$ cat src/rtl/rv32e_ex_stage.sv
// RV32E execute stage: EX register feeding an external combinational ALU, plus an
// OUT_DEPTH-entry circular result buffer toward MEM/WB, with flush on redirect.
module rv32e_ex_stage #(
    parameter int OUT_DEPTH      = 2,
    parameter bit BR_ALIGN_CHECK = 1'b1
) (
    input  logic        clk,
    input  logic        rst,
    input  logic        flush,
    input  logic        in_valid,
    output logic        in_ready,
    input  logic [3:0]  in_op,
    input  logic [31:0] in_a,
    input  logic [31:0] in_b,
    input  logic [3:0]  in_rd,
    input  logic        in_is_branch,
    input  logic [31:0] in_pc,
    input  logic [31:0] in_imm,
    output logic [3:0]  alu_op,
    output logic [31:0] alu_a,
    output logic [31:0] alu_b,
    input  logic [31:0] alu_result,
    input  logic        alu_zero,
    input  logic        alu_neg,
    input  logic        alu_ovf,
    output logic        out_valid,
    input  logic        out_ready,
    output logic [31:0] out_result,
    output logic [3:0]  out_rd,
    output logic        out_we,
    output logic [2:0]  out_flags,
    output logic        out_br_taken,
    output logic [31:0] out_br_target,
    output logic        out_misalign
);
    localparam int PW = (OUT_DEPTH > 2) ? 2 : 1;
    localparam int CW = (OUT_DEPTH > 3) ? 3 : 2;
    localparam logic [CW-1:0] DEPTH_C = CW'(OUT_DEPTH);
    localparam logic [PW-1:0] LAST_C  = PW'(OUT_DEPTH - 1);

    typedef struct packed {
        logic [31:0] result;
        logic [3:0]  rd;
        logic        we;
        logic [2:0]  flags;
        logic        taken;
        logic [31:0] target;
        logic        misalign;
    } entry_t;

    logic          r_ex_valid;
    logic [3:0]    r_ex_op;
    logic [31:0]   r_ex_a;
    logic [31:0]   r_ex_b;
    logic [3:0]    r_ex_rd;
    logic          r_ex_is_br;
    logic [31:0]   r_ex_pc;
    logic [31:0]   r_ex_imm;

    entry_t        r_buf [OUT_DEPTH];
    logic [PW-1:0] r_rd_ptr;
    logic [PW-1:0] r_wr_ptr;
    logic [CW-1:0] r_count;

    logic          w_out_valid;
    logic          w_pop;
    logic          w_ex_adv;
    logic          w_accept;
    logic [31:0]   w_target;
    logic          w_taken;
    entry_t        w_entry;
    entry_t        w_head;

    function automatic logic [PW-1:0] ptr_inc(input logic [PW-1:0] p);
        return (p == LAST_C) ? '0 : p + PW'(1);
    endfunction

    assign w_out_valid = (r_count != '0);
    assign w_pop       = w_out_valid && out_ready;
    // The EX op may leave when there is room, including the slot the head frees this cycle.
    assign w_ex_adv    = r_ex_valid && ((r_count < DEPTH_C) || w_pop);
    assign in_ready    = !flush && (!r_ex_valid || w_ex_adv);
    assign w_accept    = in_valid && in_ready;

    assign w_target = r_ex_pc + r_ex_imm;
    assign w_taken  = r_ex_is_br && alu_result[0];

    always_comb begin
        w_entry          = '0;
        w_entry.result   = r_ex_is_br ? 32'd0 : alu_result;
        w_entry.rd       = r_ex_rd;
        w_entry.we       = !r_ex_is_br && (r_ex_rd != 4'd0);
        w_entry.flags    = {alu_ovf, alu_neg, alu_zero};
        w_entry.taken    = w_taken;
        w_entry.target   = r_ex_is_br ? w_target : 32'd0;
        w_entry.misalign = w_taken && BR_ALIGN_CHECK && (w_target[1:0] != 2'b00);
    end

    always_ff @(posedge clk) begin
        if (rst) begin
            r_ex_valid <= 1'b0;
            r_ex_op    <= '0;
            r_ex_a     <= '0;
            r_ex_b     <= '0;
            r_ex_rd    <= '0;
            r_ex_is_br <= 1'b0;
            r_ex_pc    <= '0;
            r_ex_imm   <= '0;
            r_rd_ptr   <= '0;
            r_wr_ptr   <= '0;
            r_count    <= '0;
            for (int i = 0; i < OUT_DEPTH; i++) begin
                r_buf[i] <= '0;
            end
        end else if (flush) begin
            r_ex_valid <= 1'b0;
            r_rd_ptr   <= '0;
            r_wr_ptr   <= '0;
            r_count    <= '0;
        end else begin
            if (w_accept) begin
                r_ex_valid <= 1'b1;
                r_ex_op    <= in_op;
                r_ex_a     <= in_a;
                r_ex_b     <= in_b;
                r_ex_rd    <= in_rd;
                r_ex_is_br <= in_is_branch;
                r_ex_pc    <= in_pc;
                r_ex_imm   <= in_imm;
            end else if (w_ex_adv) begin
                r_ex_valid <= 1'b0;
            end
            if (w_ex_adv) begin
                r_buf[r_wr_ptr] <= w_entry;
                r_wr_ptr        <= ptr_inc(r_wr_ptr);
            end
            if (w_pop) begin
                r_rd_ptr <= ptr_inc(r_rd_ptr);
            end
            if (w_ex_adv && !w_pop) begin
                r_count <= r_count + CW'(1);
            end else if (!w_ex_adv && w_pop) begin
                r_count <= r_count - CW'(1);
            end
        end
    end

    assign alu_op = r_ex_op;
    assign alu_a  = r_ex_a;
    assign alu_b  = r_ex_b;

    assign w_head        = r_buf[r_rd_ptr];
    assign out_valid     = w_out_valid;
    assign out_result    = w_head.result;
    assign out_rd        = w_head.rd;
    assign out_we        = w_head.we;
    assign out_flags     = w_head.flags;
    assign out_br_taken  = w_head.taken;
    assign out_br_target = w_head.target;
    assign out_misalign  = w_head.misalign;
endmodule
$ cat config.mk
export PLATFORM = sky130hd
export DESIGN_NAME = rv32e_ex_stage
export DESIGN_NICKNAME = d
export VERILOG_FILES = /design/src/rtl/rv32e_ex_stage.sv
export SDC_FILE = /design/constraint.sdc
export NUM_CORES = 1
export LEC_CHECK = 0
export ABC_AREA = 1
export CORE_MARGIN = 5
export CORE_UTILIZATION = 46
export CTS_CLUSTER_DIAMETER = 150
export DETAILED_ROUTE_END_ITERATION = 7
export GPL_ROUTABILITY_DRIVEN = 0
export PLACE_DENSITY = 0.77
export SYNTH_ARGS = -nofsm -noshare
export SYNTH_HDL_FRONTEND = slang
export SYNTH_SLANG_ARGS = --single-unit
$ cat constraint.sdc
create_clock -name clk -period 3.9 [get_ports clk]
set_input_delay 1.17 -clock clk [delete_from_list [all_inputs] [get_ports clk]]
set_output_delay 1.17 -clock clk [all_outputs]
set_load 0.02 [all_outputs]
# == Word level (Yosys, flattened, before mapping) ==
# Memory sizes are Yosys's and may differ from the RTL's. A register that Yosys moved wholly into a read port is not among the register bits.
# Index checks and enable logic that the tools add are counted.
# totals
ramBits,148
out_inout_bits,144
regBits,142
inputBits,177
n_memories,1
# classes
magnitude_cmp,1
n_mux,19
n_addsub,5
n_bitwise,1
reduce_logical,24
# mem_list
memory,words,width,rd,rd_ports_with_merged_regs,write_ports,line_no,rtl
r_buf,2,74,1,1,2,60,entry_t r_buf [OUT_DEPTH];
# ops
cell,n
$mux W74,1
$reduce_or A74 Y1,1
$mux W32,2
$add A32 B32 Y32,1
$mux W1,14
$logic_and A1 B1 Y1,9
$reduce_bool A2 Y1,4
$logic_not A1 Y1,5
$mux W2,2
$reduce_bool A4 Y1,1
$add A1 B1 Y1 const B,2
$add A2 B1 Y2 const B,1
$logic_or A1 B1 Y1,2
$lt A2 B2 Y1 const B,1
$reduce_and A2 Y1,1
$reduce_or A2 Y1,1
$sub A2 B1 Y2 const B,1
$not A1 Y1,1

# == Depth between registers and ports, before layout ==
# Gate-level depths: netlist of the first run.
# depth
depth_word,10
mapped_depth,14
ltp_nobuf,14

# == Worst setup path before layout of the first run ==
# OpenSTA, ideal clock, no wires.
# synth_path
path_kind,input to register
from,input port rst
to,"memory r_buf[0][0] (netlist name), enable pin"
stages,8
t_arrival_ns,3.599
t_required_ns,3.465
path_slack_ns,-0.133
path_cell_list,clkbuf_1 > nor2_2 > inv_1 > nor2_1 > nand2_1 > buf_4 > buf_6 > nand2_1
# synth_lines
element,line_no,rtl
"start, declared",8,"input logic rst,"
"end, declared",60,

==> results of run 1 <==
==> stage by stage <==
stage | hold WS (ns) | power (µW) | area (µm²) | setup WS, ns
6_report | 0.452 | 7230 | 18400 | 0.231
5_1_grt | 0.476 | 7500 | 18400 | 0.143
4_1_cts | 0.451 | 7290 | 18400 | 0.0127
3_5_place_dp | 0.427 | 4330 | 17400 | 0.0268
3_3_place_gp | 0.429 | 4310 | 17400 | 0.00483
2_1_floorplan | 0.425 | 3890 | 14000 | 0.592
==> cell families (layout without fill, tap and decap cells) <==
kind of cell / count (synthesis) / count (layout) / share of synthesized area
xor gates and xnor gates: 1 / 1 / 0.000627
AOI/OAI and AO/OA: 204 / 204 / 0.0740
muxes: 74 / 74 / 0.0596
and+or+nand+nor: 751 / 751 / 0.232
DFF: 291 / 291 / 0.523
buffers and inverters: 259 / 558 / 0.0810
adders and majority gates: 33 / 33 / 0.0301
other: 0 / 4 / 0
==> cells in the final DEF, fill, tap and decap left out, types with 2 or more instances in the layout <==
cell	count
dfxtp_1	141
clkbuf_8	6
nor3_1	61
a21oi_1	175
nand2_1	360
bufinv_16	2
inv_1	159
diode_2	4
nor2_1	122
clkbuf_1	5
buf_12	6
nand3b_1	4
mux2_2	74
o21ai_0	23
nand4_1	3
buf_4	13
nand2_4	3
o21bai_1	3
clkinvlp_4	2
edfxtp_1	148
clkdlybuf4s50_1	317
nor3_2	10
clkbuf_16	32
nand3_2	2
inv_2	4
or2_2	3
ha_1	32
clkinv_2	6
nand3_1	179
nand2_2	3
==> worst max-delay path, stage by stage (launching register included) <==
cell	delay, ns
dfxtp_4	0.65
buf_4	0.32
mux2_2	0.36
clkdlybuf4s50_1	0.58
==> layer usage <==
metal,share of wire,GRT usage,routed length (µm)
met1,0.42,0.290,16400
met2,0.46,0.352,17800
met3,0.093,0.0645,3630
met4,0.032,0.0701,1240
met5,0,0,0
==> cell type report <==
class                           instances  area (µm²)  share of cell area
Multi-Input combinational cell       1063        5550               0.301
Clock inverter                         13         139             0.00754
Inverter                              165         622              0.0337
Tap cell                              390         488              0.0265
Timing Repair Buffer                  337        3400               0.185
Clock buffer                           43         902              0.0489
Sequential cell                       291        7310               0.397
Antenna cell                            4        10.0            0.000543
==> path summary, 6_finish.rpt <==
check	depth (start not counted)	endpoint	slack [ns]
min	1	register	0.45
min reg2reg	1	register	0.45
max	3	out_br_target[8]	0.23
max reg2reg	11	alu_b[28]	1.47
==> flip-flops by register name, indices dropped and copies added (netlist names), 2 cells and up, named ones only <==
register / count
r_buf: 148
alu_op: 4
r_ex_rd: 4
alu_a: 32
r_count: 2
r_ex_pc: 32
alu_b: 32
r_ex_imm: 32
==> report_power, final <==
part | switching, µW | internal, µW | leakage, µW | total (µW)
clock | 1210 | 1750 | 0.000511 | 2960
combinational | 471 | 409 | 0.00422 | 880
sequential | 55.2 | 3330 | 0.00270 | 3390
total | 1740 | 5490 | 0.00743 | 7230
==> what timing repair did <==
item	CTS	global route
hold endpoints to repair	0	0
endpoints found under the setup margin	0	1
hold buffers	0	0
gates resized for setup	0	1
==> flow_metrics.py, run 1 <==
metrics = {
    "floorplanning": {
        "die_area_um2": 34000,
        "fp-row-count": 63,
        "die_height_um": 184,
        "initial_utilization": 0.469,
        "core-area_um2": 29800,
        "die_w_um": 184,
        "ioPinCount": 321,
    },
    "clocking": {
        "cts_tree": "yes",
        "htree_levels": 1,
        "cts_inserted_buffers": 30,
        "clk_pin_slew_ns": 0.07,
        "cts-root-buf": "clkbuf_16",
        "insertion_delay_ns": 0.56,
        "clock-sinks": 291,
        "cts_max_path_buffers": 3,
        "cts_setup_buffers": 0,
    },
    "placement": {
        "dpl.cell_count": 2246,
        "dp_hpwl_um": 27500,
        "io_buffer_count": 320,
    },
    "job": {
        "cap_violations": 0,
    },
    "setup_path": {
        "critical_path_class": "register to primary output",
        "crit_path_max_fanout": 31,
        "r2r-start": "r_count[1]",
        "crit_path_start_kind": "register",
        "worstPathRequired_ns": 2.73,
        "crit_path_end_kind": "primary output",
        "worstPathArrival_ns": 2.50,
    },
    "status": {
        "status": "finished clean",
    },
    "sta": {
        "relSlewSlack": 0.374,
        "fmax_mhz": 273,
        "period_minus_slack_ns": 3.67,
        "clock_skew_ns": 0.0167,
        "hold_violations": 0,
        "rsz0062_at_grt": "no",
        "period_share": 0.941,
        "drv_slew": 0,
        "max_slew.worst_pin.slew_ns": 0.939,
        "setup_viol": 0,
        "fin_tns_setup_ns": 0,
    },
    "drt": {
        "ant_nets": 0,
        "route.detailed.wl_per_inst_um": 16.9,
        "drc": 0,
        "num_vias": 12100,
        "drt-total-wl_um": 39100,
        "routed_via_density": 5.23,
        "drtPass1Iterations": 5,
        "drt_iter0_drc": 874,
    },
    "synthesis": {
        "yosysTopAreaCellShare": 0.318,
        "synth_flop_cell": "edfxtp_1",
        "avgSynthCellArea_um2": 8.66,
        "syn_nets": 1823,
        "synth_edf_count": 148,
        "synth_top_cell_by_area": "edfxtp_1",
        "ys_top_cells_by_count": "363 x nand2_1, 179 x nand3_1, 175 x a21oi_1, 159 x inv_1, 148 x edfxtp_1",
        "async_flop_share": 0,
        "netlist_area_um2": 14000,
        "ys_seq_area_frac": 0.523,
        "ys_types": 31,
        "synth-seq-cells": 291,
        "synth_area_leaders": "edfxtp_1 32%, dfxtp_1 20%, nand2_1 9.7%",
        "netlist_instances": 1613,
        "ys_warn_count": 0,
        "synth_most_common_cell": "nand2_1",
    },
    "power": {
        "vdd_drop_max_mv": 0.319,
        "power.density_nw_per_um2": 392,
        "leakage_uw": 0.00743,
    },
    "cells_and_area": {
        "synthToLayoutAreaGrowth_pct": 31.9,
        "fillers": 2499,
        "fin_util": 0.619,
        "layout.nets": 2098,
        "stdcell_count": 2306,
        "drive_gt1_frac": 0.0905,
    },
    "global_routing": {
        "grt_max_degree": 86,
        "grt_pass1_vias": 11600,
        "grt_pass1_wl_um": 60700,
        "track_usage": 0.220,
        "antenna_found_initial": 4,
        "grt_overflow": 0,
    },
    "worst_hold_path": {
        "worstHoldStart": "r_rd_ptr",
        "hp-class": "register to register",
    },
}
(Power assumes the default switching activity.)
==> run 2: changes to the inputs <==
--- a/config.mk
+++ b/config.mk
@@ -7,11 +7,11 @@
 export LEC_CHECK = 0
 export ABC_AREA = 1
 export CORE_MARGIN = 5
-export CORE_UTILIZATION = 46
+export CORE_UTILIZATION = 55
 export CTS_CLUSTER_DIAMETER = 150
 export DETAILED_ROUTE_END_ITERATION = 7
 export GPL_ROUTABILITY_DRIVEN = 0
-export PLACE_DENSITY = 0.77
+export PLACE_DENSITY = 0.87
 export SYNTH_ARGS = -nofsm -noshare
 export SYNTH_HDL_FRONTEND = slang
 export SYNTH_SLANG_ARGS = --single-unit
==> constraint.sdc (replaced) <==
create_clock -name clk -period 4.5 [get_ports clk]
set_input_delay 1.35 -clock clk [delete_from_list [all_inputs] [get_ports clk]]
set_output_delay 1.35 -clock clk [all_outputs]
set_load 0.02 [all_outputs]
==> flow_metrics.py, run 2 (same netlist as run 1, synthesis figures left out) <==
metrics = {
    "floorplanning": {
        "fp-row-count": 58,
        "die_w_um": 169,
        "core-area_um2": 25100,
        "ioPinCount": 321,
        "die_area_um2": 28700,
        "die_height_um": 169,
        "initial_utilization": 0.557,
    },
    "sta": {
        "clock_skew_ns": 0.0124,
        "fin_tns_setup_ns": 0,
        "period_share": 0.939,
        "max_slew.worst_pin.slew_ns": 0.990,
        "hold_violations": 0,
        "rsz0062_at_grt": "no",
        "hold_ws_ns": 0.451,
        "drv_slew": 0,
        "period_minus_slack_ns": 4.22,
        "relSlewSlack": 0.340,
        "fmax_mhz": 237,
        "setup_viol": 0,
    },
    "drt": {
        "drc": 0,
        "routed_via_density": 5.53,
        "drt-total-wl_um": 39800,
        "drtPass1Iterations": 5,
        "route.detailed.wl_per_inst_um": 17.7,
        "ant_nets": 0,
        "num_vias": 12400,
        "drt_iter0_drc": 1290,
    },
    "clocking": {
        "postCtsResizedCells": 0,
        "clk_pin_slew_ns": 0.06,
        "cts_hold_buf": 0,
        "insertion_delay_ns": 0.55,
        "cts_inserted_buffers": 30,
        "clock-sinks": 291,
        "cts-root-buf": "clkbuf_16",
        "cts_setup_buffers": 0,
        "htree_levels": 1,
        "cts_max_path_buffers": 3,
        "cts_tree": "yes",
    },
    "power": {
        "vdd_drop_max_mv": 0.254,
        "leakage_uw": 0.00741,
        "power.density_nw_per_um2": 338,
    },
    "cells_and_area": {
        "synthToLayoutAreaGrowth_pct": 31.1,
        "final_cell_mix": "360 x nand2_1, 318 x clkdlybuf4s50_1, 179 x nand3_1, 175 x a21oi_1, 159 x inv_1",
        "drive_gt1_frac": 0.0916,
        "regMostFlops": "r_buf",
        "layout.nets": 2096,
        "mostFrequentLayoutCell": "nand2_1",
        "largest_reg_flops": 148,
    },
    "placement": {
        "dp_hpwl_um": 28100,
        "io_buffer_count": 320,
    },
    "global_routing": {
        "grt_pass1_wl_um": 62100,
        "grt_overflow": 0,
        "antenna_found_initial": 3,
        "grt_pass1_vias": 12100,
        "grt_max_degree": 103,
        "track_usage": 0.266,
    },
    "worst_hold_path": {
        "worstHoldStart": "r_rd_ptr",
        "hp-class": "register to register",
        "min_path_cells": 1,
    },
    "setup_path": {
        "reg2reg_depth": 10,
        "r2r-start": "r_count[1]",
        "reg2reg_slack_ns": 1.86,
        "crit_path_end_kind": "primary output",
        "worstPathRequired_ns": 3.15,
        "r2r_end": "alu_a[7]",
        "critical_path_class": "input pin to primary output",
        "crit_path_start_kind": "input pin",
        "worstPathArrival_ns": 2.87,
        "crit_path_max_fanout": 3,
    },
    "status": {
        "status": "finished clean",
    },
    "job": {
        "cap_violations": 0,
    },
}
-- run 2: cell types whose count changed in the layout (fill, tap and decap cells not counted), sizes merged --
cell / change
buf: -2
bufinv: -2
clkdlybuf4s50: +1
clkinv: +2
clkinvlp: -1
diode: -1
dlymetal6s2s: -1
inv: +1
-- run 2: layer usage --
| metal | global-route usage | part of all wire |
|---|---|---|
| met5 | 0 | 0 |
| met4 | 0.0844 | 0.032 |
| met3 | 0.0664 | 0.096 |
| met2 | 0.461 | 0.49 |
| met1 | 0.328 | 0.39 |
-- run 2: final cells by class --
type / instances / area (µm²)
Sequential cell: 291 / 7310
Tap cell: 330 / 413
Clock buffer: 43 / 947
Inverter: 165 / 622
Fill cell: 1858 / 6790
Antenna cell: 3 / 7.51
Multi-Input combinational cell: 1063 / 5550
Timing Repair Buffer: 335 / 3390
Clock inverter: 13 / 72.6
-- run 2: power breakdown --
group | leakage (µW) | internal, µW | switching [µW]
combinational | 0.00420 | 356 | 398
sequential | 0.00270 | 2890 | 65.9
clock | 0.000520 | 1460 | 1010
-- run 2: stage by stage --
stage | cell area [µm²] | setup slack (ns) | util | std cells | power, µW
finish | 18300 | 0.276 | 0.729 | 2243 | 6190
global route | 18300 | 0.219 | 0.729 | 2243 | 6410
detailed placement | 17300 | 0.276 | 0.689 | 2184 | 3750
floorplan | 14000 | 0.287 | - | 1613 | 3370
global placement | 17300 | 0.222 | 0.689 | 2184 | 3730
CTS | 18300 | 0.267 | 0.729 | 2240 | 6230
-- run 2: worst max path at each step --
stage / from / to / slack [ns]
after floorplan: rst / r_buf[0][0] / 0.29
after global placement: out_ready / in_ready / 0.22
after detailed placement: out_ready / in_ready / 0.28
after CTS: out_ready / in_ready / 0.27
after global routing: out_ready / in_ready / 0.22
final: out_ready / in_ready / 0.28
-- run 2: worst max-delay path, cell delays in order --
cell and delay, ns:
clkdlybuf4s50_1 0.47, nand2_2 0.08, nand3_2 0.07, nand2_1 0.17, inv_4 0.11, clkdlybuf4s50_1 0.61
==> run 3: changes to the inputs <==
--- a/config.mk
+++ b/config.mk
@@ -10,7 +10,6 @@
 export CORE_UTILIZATION = 55
 export CTS_CLUSTER_DIAMETER = 150
 export DETAILED_ROUTE_END_ITERATION = 7
-export GPL_ROUTABILITY_DRIVEN = 0
 export PLACE_DENSITY = 0.87
 export SYNTH_ARGS = -nofsm -noshare
 export SYNTH_HDL_FRONTEND = slang
==> flow_metrics.py, run 3 (same netlist as run 1, synthesis figures left out) <==
metrics = {
    "global_routing": {
        "track_usage": 0.267,
        "grt_overflow": 0,
        "use_met3": 0.0622,
        "antenna_found_initial": 1,
        "grt_util_met1": 0.343,
        "globalRouteMet2Util": 0.450,
        "grt_pass1_wl_um": 62300,
        "grt_pass1_vias": 12000,
        "grt_max_degree": 87,
        "grt_most_used_layer": "met2",
    },
    "power": {
        "totalPowerFinal_uw": 6220,
        "p_sw_frac": 0.239,
        "p_int_uw": 4730,
        "p_seq_frac": 0.475,
        "combPwrFrac": 0.119,
        "vdd_drop_max_mv": 0.316,
        "p_switching_uw": 1490,
        "p_clk_frac": 0.406,
        "leakage_uw": 0.00739,
        "power.density_nw_per_um2": 340,
    },
    "placement": {
        "gp_congestion": 0.952,
        "dp_hpwl_um": 27700,
        "io_buffer_count": 320,
        "pre_cts_slack_ns": 0.261,
    },
    "sta": {
        "fin_tns_setup_ns": 0,
        "period_share": 0.937,
        "hold_ws_ns": 0.456,
        "relSlewSlack": 0.336,
        "fin_ws_ns": 0.285,
        "hold_violations": 0,
        "clock_skew_ns": 0.0146,
        "period_minus_slack_ns": 4.22,
        "drv_slew": 0,
        "rsz0062_at_grt": "no",
        "max_slew.worst_pin.slew_ns": 0.995,
        "setup_viol": 0,
        "fmax_mhz": 237,
    },
    "status": {
        "status": "finished clean",
    },
    "setup_path": {
        "worstPathRequired_ns": 3.15,
        "worstPathArrival_ns": 2.87,
        "crit_path_start_kind": "input pin",
        "critical_path_class": "input pin to primary output",
        "crit_path_max_fanout": 3,
        "crit_path_end_kind": "primary output",
    },
    "drt": {
        "drtPass1Iterations": 5,
        "route.detailed.wl_per_inst_um": 17.6,
        "routed_via_density": 5.38,
        "drc": 0,
        "num_vias": 12000,
        "ant_nets": 0,
        "drt-total-wl_um": 39400,
        "drt_iter0_drc": 943,
    },
    "cells_and_area": {
        "mostFrequentLayoutCell": "nand2_1",
        "largest_reg_flops": 148,
        "synthToLayoutAreaGrowth_pct": 30.7,
        "layout.nets": 2093,
        "regMostFlops": "r_buf",
        "drive_gt1_frac": 0.0891,
        "final_cell_mix": "360 x nand2_1, 318 x clkdlybuf4s50_1, 179 x nand3_1, 175 x a21oi_1, 159 x inv_1",
        "fillers": 1843,
        "fin_util": 0.728,
    },
    "clocking": {
        "postCtsResizedCells": 0,
        "cts_tree": "yes",
        "cts_max_path_buffers": 3,
        "cts_inserted_buffers": 30,
        "clk_pin_slew_ns": 0.06,
        "cts_setup_buffers": 0,
        "cts-root-buf": "clkbuf_16",
        "insertion_delay_ns": 0.56,
        "clock-sinks": 291,
        "htree_levels": 1,
        "cts_hold_buf": 0,
    },
    "floorplanning": {
        "core-area_um2": 25100,
        "die_w_um": 169,
        "die_height_um": 169,
        "ioPinCount": 321,
        "fp-row-count": 58,
        "initial_utilization": 0.557,
        "die_area_um2": 28700,
    },
    "worst_hold_path": {
        "hp-class": "register to register",
    },
    "job": {
        "cap_violations": 0,
    },
}
-- run 3: cell type report --
| class | instances | area [µm²] | area share |
|---|---|---|---|
| Sequential cell | 291 | 7310 | 0.400 |
| Multi-Input combinational cell | 1063 | 5550 | 0.304 |
| Timing Repair Buffer | 332 | 3340 | 0.183 |
| Clock buffer | 48 | 945 | 0.0517 |
| Inverter | 165 | 622 | 0.0340 |
| Tap cell | 330 | 413 | 0.0226 |
| Clock inverter | 8 | 83.8 | 0.00459 |
| Antenna cell | 1 | 2.50 | 0.000137 |
-- run 3: metrics by stage --
step	area, µm²	cells
3_3_place_gp	17200	2181
2_1_floorplan	14000	1613
6_report	18300	2238
3_5_place_dp	17200	2181
5_1_grt	18300	2238
4_1_cts	18300	2237
-- run 3: worst paths after layout --
kind | startpoint | to | slack [ns] | cells after the start
setup / recovery | out_ready | in_ready | 0.28 | 6
setup reg to reg | r_ex_is_br | r_buf[1][3] | 1.95 | 4
hold / removal | r_rd_ptr | r_rd_ptr | 0.46 | 1
hold reg to reg | r_rd_ptr | r_rd_ptr | 0.46 | 1
-- run 3: power by group through the flow --
stage | Clock, µW | Combinational [µW] | Sequential [µW]
floorplan | 0 | 356 | 3020
global placement | 0 | 726 | 3000
detailed placement | 0 | 736 | 3010
CTS | 2570 | 743 | 2950
global route | 2690 | 799 | 2960
finish | 2530 | 741 | 2950
-- run 3: layer usage --
metal  vias up  share of wire
li1       5898              -
met1      5602           0.40
met2       464           0.48
met3        72          0.089
met4         0          0.031
met5         -              0
-- run 3: worst max-delay path, stage by stage --
cell and delay [ns]:
clkdlybuf4s50_1 0.49, nand2_2 0.09, nand3_2 0.08, nand2_1 0.14, inv_4 0.10, clkdlybuf4s50_1 0.61
